[src/rtl/conv_result_drain.sv]
`default_nettype none
// ============================================================================
//  Module      : conv_result_drain
//  Description : Drains the four layer-2 result buffers of the convolution
//                engine after it completes. Each address is read once, the
//                four bytes are captured into a holding register and emitted
//                one by one (channel 0..3) on a valid/ready stream. The final
//                word of a drain (last address, channel 3) carries out_last.
//
//  Ports       : clk, rst          - clock, asynchronous active-high reset
//                conv_done         - engine completion level (rising edge
//                                    starts a drain)
//                rd_en, rd_addr    - shared read strobe/address to buffers
//                rd_data0..3       - buffer read data, 1 cycle after rd_en
//                out_data, out_ch,
//                out_valid,
//                out_ready,
//                out_last          - result stream
//                busy              - drain in progress
//                drain_done        - one-cycle pulse at end of a drain
//
//  Options     : `define CONV_DRAIN_RELU_EN to clamp negative (signed) bytes
//                to 8'h00 on capture. Undefined: bytes pass bit-exact.
//
//  Revision    : 1.0 - initial release
// ============================================================================
module conv_result_drain #(
    parameter int DEPTH = 16,
    parameter int AW    = $clog2(DEPTH)
) (
    input  logic          clk,
    input  logic          rst,
    input  logic          conv_done,
    output logic          rd_en,
    output logic [AW-1:0] rd_addr,
    input  logic [7:0]    rd_data0,
    input  logic [7:0]    rd_data1,
    input  logic [7:0]    rd_data2,
    input  logic [7:0]    rd_data3,
    output logic [7:0]    out_data,
    output logic [1:0]    out_ch,
    output logic          out_valid,
    input  logic          out_ready,
    output logic          out_last,
    output logic          busy,
    output logic          drain_done
);

    localparam logic [2:0] S_IDLE    = 3'd0;
    localparam logic [2:0] S_FETCH   = 3'd1;
    localparam logic [2:0] S_CAPTURE = 3'd2;
    localparam logic [2:0] S_EMIT    = 3'd3;
    localparam logic [2:0] S_FIN     = 3'd4;

    localparam logic [AW-1:0] c_last_addr = AW'(DEPTH - 1);

    logic [2:0]    r_state;
    logic [2:0]    w_state_nxt;
    logic          r_done_q;
    logic [AW-1:0] r_addr;
    logic [1:0]    r_ch;
    logic [7:0]    r_hold [4];

    logic w_start;
    logic w_accept;
    logic w_ch_last;
    logic w_addr_last;

    function automatic logic [7:0] f_relu(input logic [7:0] b);
`ifdef CONV_DRAIN_RELU_EN
        return b[7] ? 8'h00 : b;
`else
        return b;
`endif
    endfunction

    assign w_start     = conv_done && !r_done_q;
    assign w_accept    = (r_state == S_EMIT) && out_ready;
    assign w_ch_last   = (r_ch == 2'd3);
    assign w_addr_last = (r_addr == c_last_addr);

    // done_q resets high so a conv_done already asserted at reset release
    // is not mistaken for a fresh rising edge.
    always_ff @(posedge clk or posedge rst) begin
        if (rst) begin
            r_state  <= S_IDLE;
            r_done_q <= 1'b1;
        end else begin
            r_state  <= w_state_nxt;
            r_done_q <= conv_done;
        end
    end

    // Address/channel counters and holding register. The address only moves
    // on the edge that enters FETCH, so rd_addr is stable whenever rd_en is low.
    always_ff @(posedge clk or posedge rst) begin
        if (rst) begin
            r_addr <= '0;
            r_ch   <= 2'd0;
            for (int i = 0; i < 4; i++) begin
                r_hold[i] <= 8'h00;
            end
        end else begin
            case (r_state)
                S_IDLE: begin
                    if (w_start) begin
                        r_addr <= '0;
                    end
                end
                S_CAPTURE: begin
                    r_ch      <= 2'd0;
                    r_hold[0] <= f_relu(rd_data0);
                    r_hold[1] <= f_relu(rd_data1);
                    r_hold[2] <= f_relu(rd_data2);
                    r_hold[3] <= f_relu(rd_data3);
                end
                S_EMIT: begin
                    if (w_accept) begin
                        if (!w_ch_last) begin
                            r_ch <= r_ch + 2'd1;
                        end else if (!w_addr_last) begin
                            r_addr <= r_addr + AW'(1);
                        end
                    end
                end
                default: begin
                end
            endcase
        end
    end

    always_comb begin
        w_state_nxt = r_state;
        rd_en       = 1'b0;
        rd_addr     = r_addr;
        out_valid   = 1'b0;
        out_data    = 8'h00;
        out_ch      = 2'd0;
        out_last    = 1'b0;
        busy        = 1'b1;
        drain_done  = 1'b0;
        case (r_state)
            S_IDLE: begin
                busy = 1'b0;
                if (w_start) begin
                    w_state_nxt = S_FETCH;
                end
            end
            S_FETCH: begin
                rd_en       = 1'b1;
                w_state_nxt = S_CAPTURE;
            end
            S_CAPTURE: begin
                w_state_nxt = S_EMIT;
            end
            S_EMIT: begin
                out_valid = 1'b1;
                out_data  = r_hold[r_ch];
                out_ch    = r_ch;
                out_last  = w_addr_last && w_ch_last;
                if (w_accept && w_ch_last) begin
                    w_state_nxt = w_addr_last ? S_FIN : S_FETCH;
                end
            end
            S_FIN: begin
                drain_done  = 1'b1;
                w_state_nxt = S_IDLE;
            end
            default: begin
                busy        = 1'b0;
                w_state_nxt = S_IDLE;
            end
        endcase
    end

endmodule
`default_nettype wire

[config.mk]
export PLATFORM = sky130hd
export DESIGN_NAME = conv_result_drain
export DESIGN_NICKNAME = d
export VERILOG_FILES = /design/src/rtl/conv_result_drain.sv
export SDC_FILE = /design/constraint.sdc
export NUM_CORES = 1
export LEC_CHECK = 0
export ABC_AREA = 1
export BUFFER_PORTS_ARGS = -buffer_cell sky130_fd_sc_hd__buf_2
export CORE_MARGIN = 4
export CORE_UTILIZATION = 47
export CTS_CLUSTER_DIAMETER = 150
export CTS_CLUSTER_SIZE = 25
export DETAILED_ROUTE_END_ITERATION = 10
export MAX_ROUTING_LAYER = met4
export PLACE_DENSITY = 0.76
export SETUP_SLACK_MARGIN = 0.05
export SYNTH_ARGS = -nofsm -noshare
export SYNTH_HDL_FRONTEND = slang
export SYNTH_SLANG_ARGS = --single-unit
[constraint.sdc]
create_clock -name clk -period 1.15 [get_ports clk]
set_input_delay 0.0575 -clock clk [delete_from_list [all_inputs] [get_ports clk]]
set_output_delay 0.0575 -clock clk [all_outputs]
set_load 0.01 [all_outputs]
==> run metrics <==
Core Footprint 0.004354 sq mm; RR Startpoint r_ch[0]; HP Class input port to flop; multiplexer share of the synthesized area between 10 and 15%; ant diodes 0; Post-route DRC 0; CTS buffer count 5; Max-Cap Viols 0; CP top delay family flip-flops; Synth Area in Adders 1.179%; largest stage delay on the critical path between 400 and 500 ps; post-DR wirelength/cell 24.10 microns; Required @ worst endpoint around 1100 ps; Max Slew Vio Count 0; switching power about 0.0055 W; Slowest-stage cell, CP dfrtp_2; outcome finished, violations left; Finish-stage setup viols between 50 and 60; via count roughly 2,400; IO buf count 54; wire length of the first global-routing pass roughly 11 mm; Nets slightly below 400; Area Growth Syn to Fin 93.04%; post-synthesis xor/xnor area fraction less than 1%; CTS Sinks 42; commonest non-fill, non-tap cell in the layout buf_2; crit path capture out_data[7]; Mean Syn Cell Area just under 10 sq um; Buf+Inv Stages, Crit Path 3; initial antenna violation count 0; vias in the first global route about 2,200; Synth cell types 26; Detail Placement HPWL roughly 3.8 mm; area fraction in compound gates after synthesis between 10% and 20%; Routed Antenna Nets 0; number of cells on the critical path 6; reg2reg path depth 9; synth warn 0; leakage roughly 1.9 nW; worst hold margin -0.4973 ps; final WL 9.785 mm; Synth Net Count 257; register share of total power 21.3%; share of the synthesized area in the top cell type just under 50%; FMAX ~590 MHz; CTS Buffer Depth 2; most frequent cells in the layout buf_2 (42), dfrtp_1 (34), buf_6 (32); CP dominant cell by count buf_12; crit path time final ~1700 ps; RSZ-0062 raised after global routing true; Final Cycle Share 147.5%; maximum vdd ir drop approximately 2.3 mV; worst-path maximum fanout 10; crit start category flop; Setup crit start r_ch[0]; Root Driver clkbuf_8; drt pass-1 iters 6; Die ar. about 0.0057 sq mm; Total GRT Usage between 20% and 30%; CTS clock-pin slew for the worst setup and hold paths 80 ps; endpoint class of the critical path primary output; I/O Pins 55; crit path kind flop to primary output; Die Y between 70 and 80 microns; Slew @ Worst Pin 315.8 ps; Setup Skew between 10 and 15 ps; largest area contributor in the netlist dfrtp_1; switching share of power approximately two fifths; failing checks hold timing, setup timing; R2R Setup Slk -380 ps; post-layout worst setup margin -546.4 ps; Skew-Pair Late Insertion Delay ~290 ps; dominant cells by area after synthesis dfrtp_1 (48%), mux2_4 (12%), a21oi_1 (6.4%); global route total overflow 0; share of layout cells above drive strength 1 around 70%; Critical R2R Capture r_ch[1]; Synth Register Bits 42; DR vias/cell 5.924; Simple-Gate Fraction of Synth Area 16.16%; Cell Area, Synth around 0.0021 sq mm; Combinational Power Share between 60% and 70%; worst-path cell chain buf_12, buf_12, nand2_1, o211ai_1, a21oi_4, buf_6; placement-stage cell area 0.002820 sq mm; CTS tree built; Clock Power Share 11.0%; htree depth 2; Initial Utilization roughly half; final hold vios 1; sequential share of the synthesized area about half; power per cell area ~3200 mW/mm^2; Row Count 24; Internal just under 0.008 W; worst path arrival time 1640 ps; largest net degree at the start of global routing 43; Util after Layout 94.08%; main combinational cell family by area after synthesis simple AND/OR/NAND/NOR gates; cell area after layout a little over 0.004 sq mm; Die X approximately 75 microns; Mapped Cells ~220; iteration-0 DRC count of the detailed router roughly 220; Worst slew margin 78.86%; Routability Congestion ~0.87
cell type report:
type / instances / area (sq um)
fillers: 121 / 257.7
repair buffers: 136 / 1301
inverters: 22 / 96.34
flip-flops and latches: 42 / 1061
multi-input cells: 146 / 1430
clock buffers: 6 / 82.58
well taps: 52 / 65.06
clock inverters: 2 / 60.06
state kept, by name (all words and copies together), names as in the netlist:
register	count
r_hold	32
rd_addr	4
r_state	3
r_done_q	1
r_ch	2
synthesized netlist by cell type, drive strengths merged:
master / number
ha: 2
nor2: 34
nand2: 29
o21ai: 16
dfstp: 1
nand3b: 2
nor3: 1
nand3: 7
buf: 7
xor2: 1
inv: 22
dfrtp: 41
o211ai: 2
mux2: 22
a21oi: 27
nand4: 2
clkbuf: 2
o31ai: 1
kinds of logic after synthesis:
family,after synthesis
and+or+nand+nor,75
AOI/OAI and AO/OA,46
DFF,42
buffers and inverters,31
muxes,22
adders and majority gates,2
xor gates and xnor gates,1
worst min path at each step:
| stage | slack, ps | start | cells past startpoint | end |
|---|---|---|---|---|
| after floorplan | 60 | conv_done | 0 | r_done_q |
| after CTS | 1 | rd_data2[4] | 2 | r_hold[12] |
| after global placement | 130 | rst | 3 | rd_addr[3] |
| after detailed placement | 130 | rst | 3 | rd_addr[3] |
| after global routing | 6 | rd_data2[6] | 2 | r_hold[14] |
| final | -0.5 | rd_data3[3] | 2 | r_hold[3] |
through the flow:
stage / cells / total power (W) / setup TNS [ps] / hold WS, ps / worst slack, ps
finish: 406 / 0.01326 / -18670 / -0.4973 / -546.4
global route: 406 / 0.01372 / -20290 / 5.539 / -573.4
CTS: 389 / 0.01112 / -11680 / 1.295 / -361.9
detailed placement: 349 / 0.007586 / -5522 / 133.5 / -182.9
global placement: 349 / 0.007451 / -5145 / 127.1 / -154.3
floorplan: 219 / 0.005943 / -2374 / 61.98 / -102.5
power by group through the flow:
stage	combinational (W)	clock, W	sequential (W)
final	0.00897	0.00145	0.00283
after global routing	0.00934	0.00152	0.00286
after CTS	0.00698	0.00145	0.00269
after detailed placement	0.00493	0	0.00265
after global placement	0.00481	0	0.00264
after floorplan	0.00339	0	0.00255
per-layer routing:
layer / routed length [microns] / global-route usage [%] / vias up
met5: 0 / - / -
met1: 3700 / 37.02 / 1183
met4: 559 / 6.019 / 0
li1: - / - / 992
met2: 4777 / 47.29 / 173
met3: 748 / 4.806 / 57
timing repair:
item / in CTS / in global routing
hold buffers: 17 / 1
hold endpoints to repair: 57 / 1
resized for setup: 99 / 78
pin swaps: 9 / 24
setup endpoints to repair: 56 / 57
buffers inserted: 10 / 22
gates cloned: 6 / 0
Note: power is estimated with default switching activity, not from simulation.
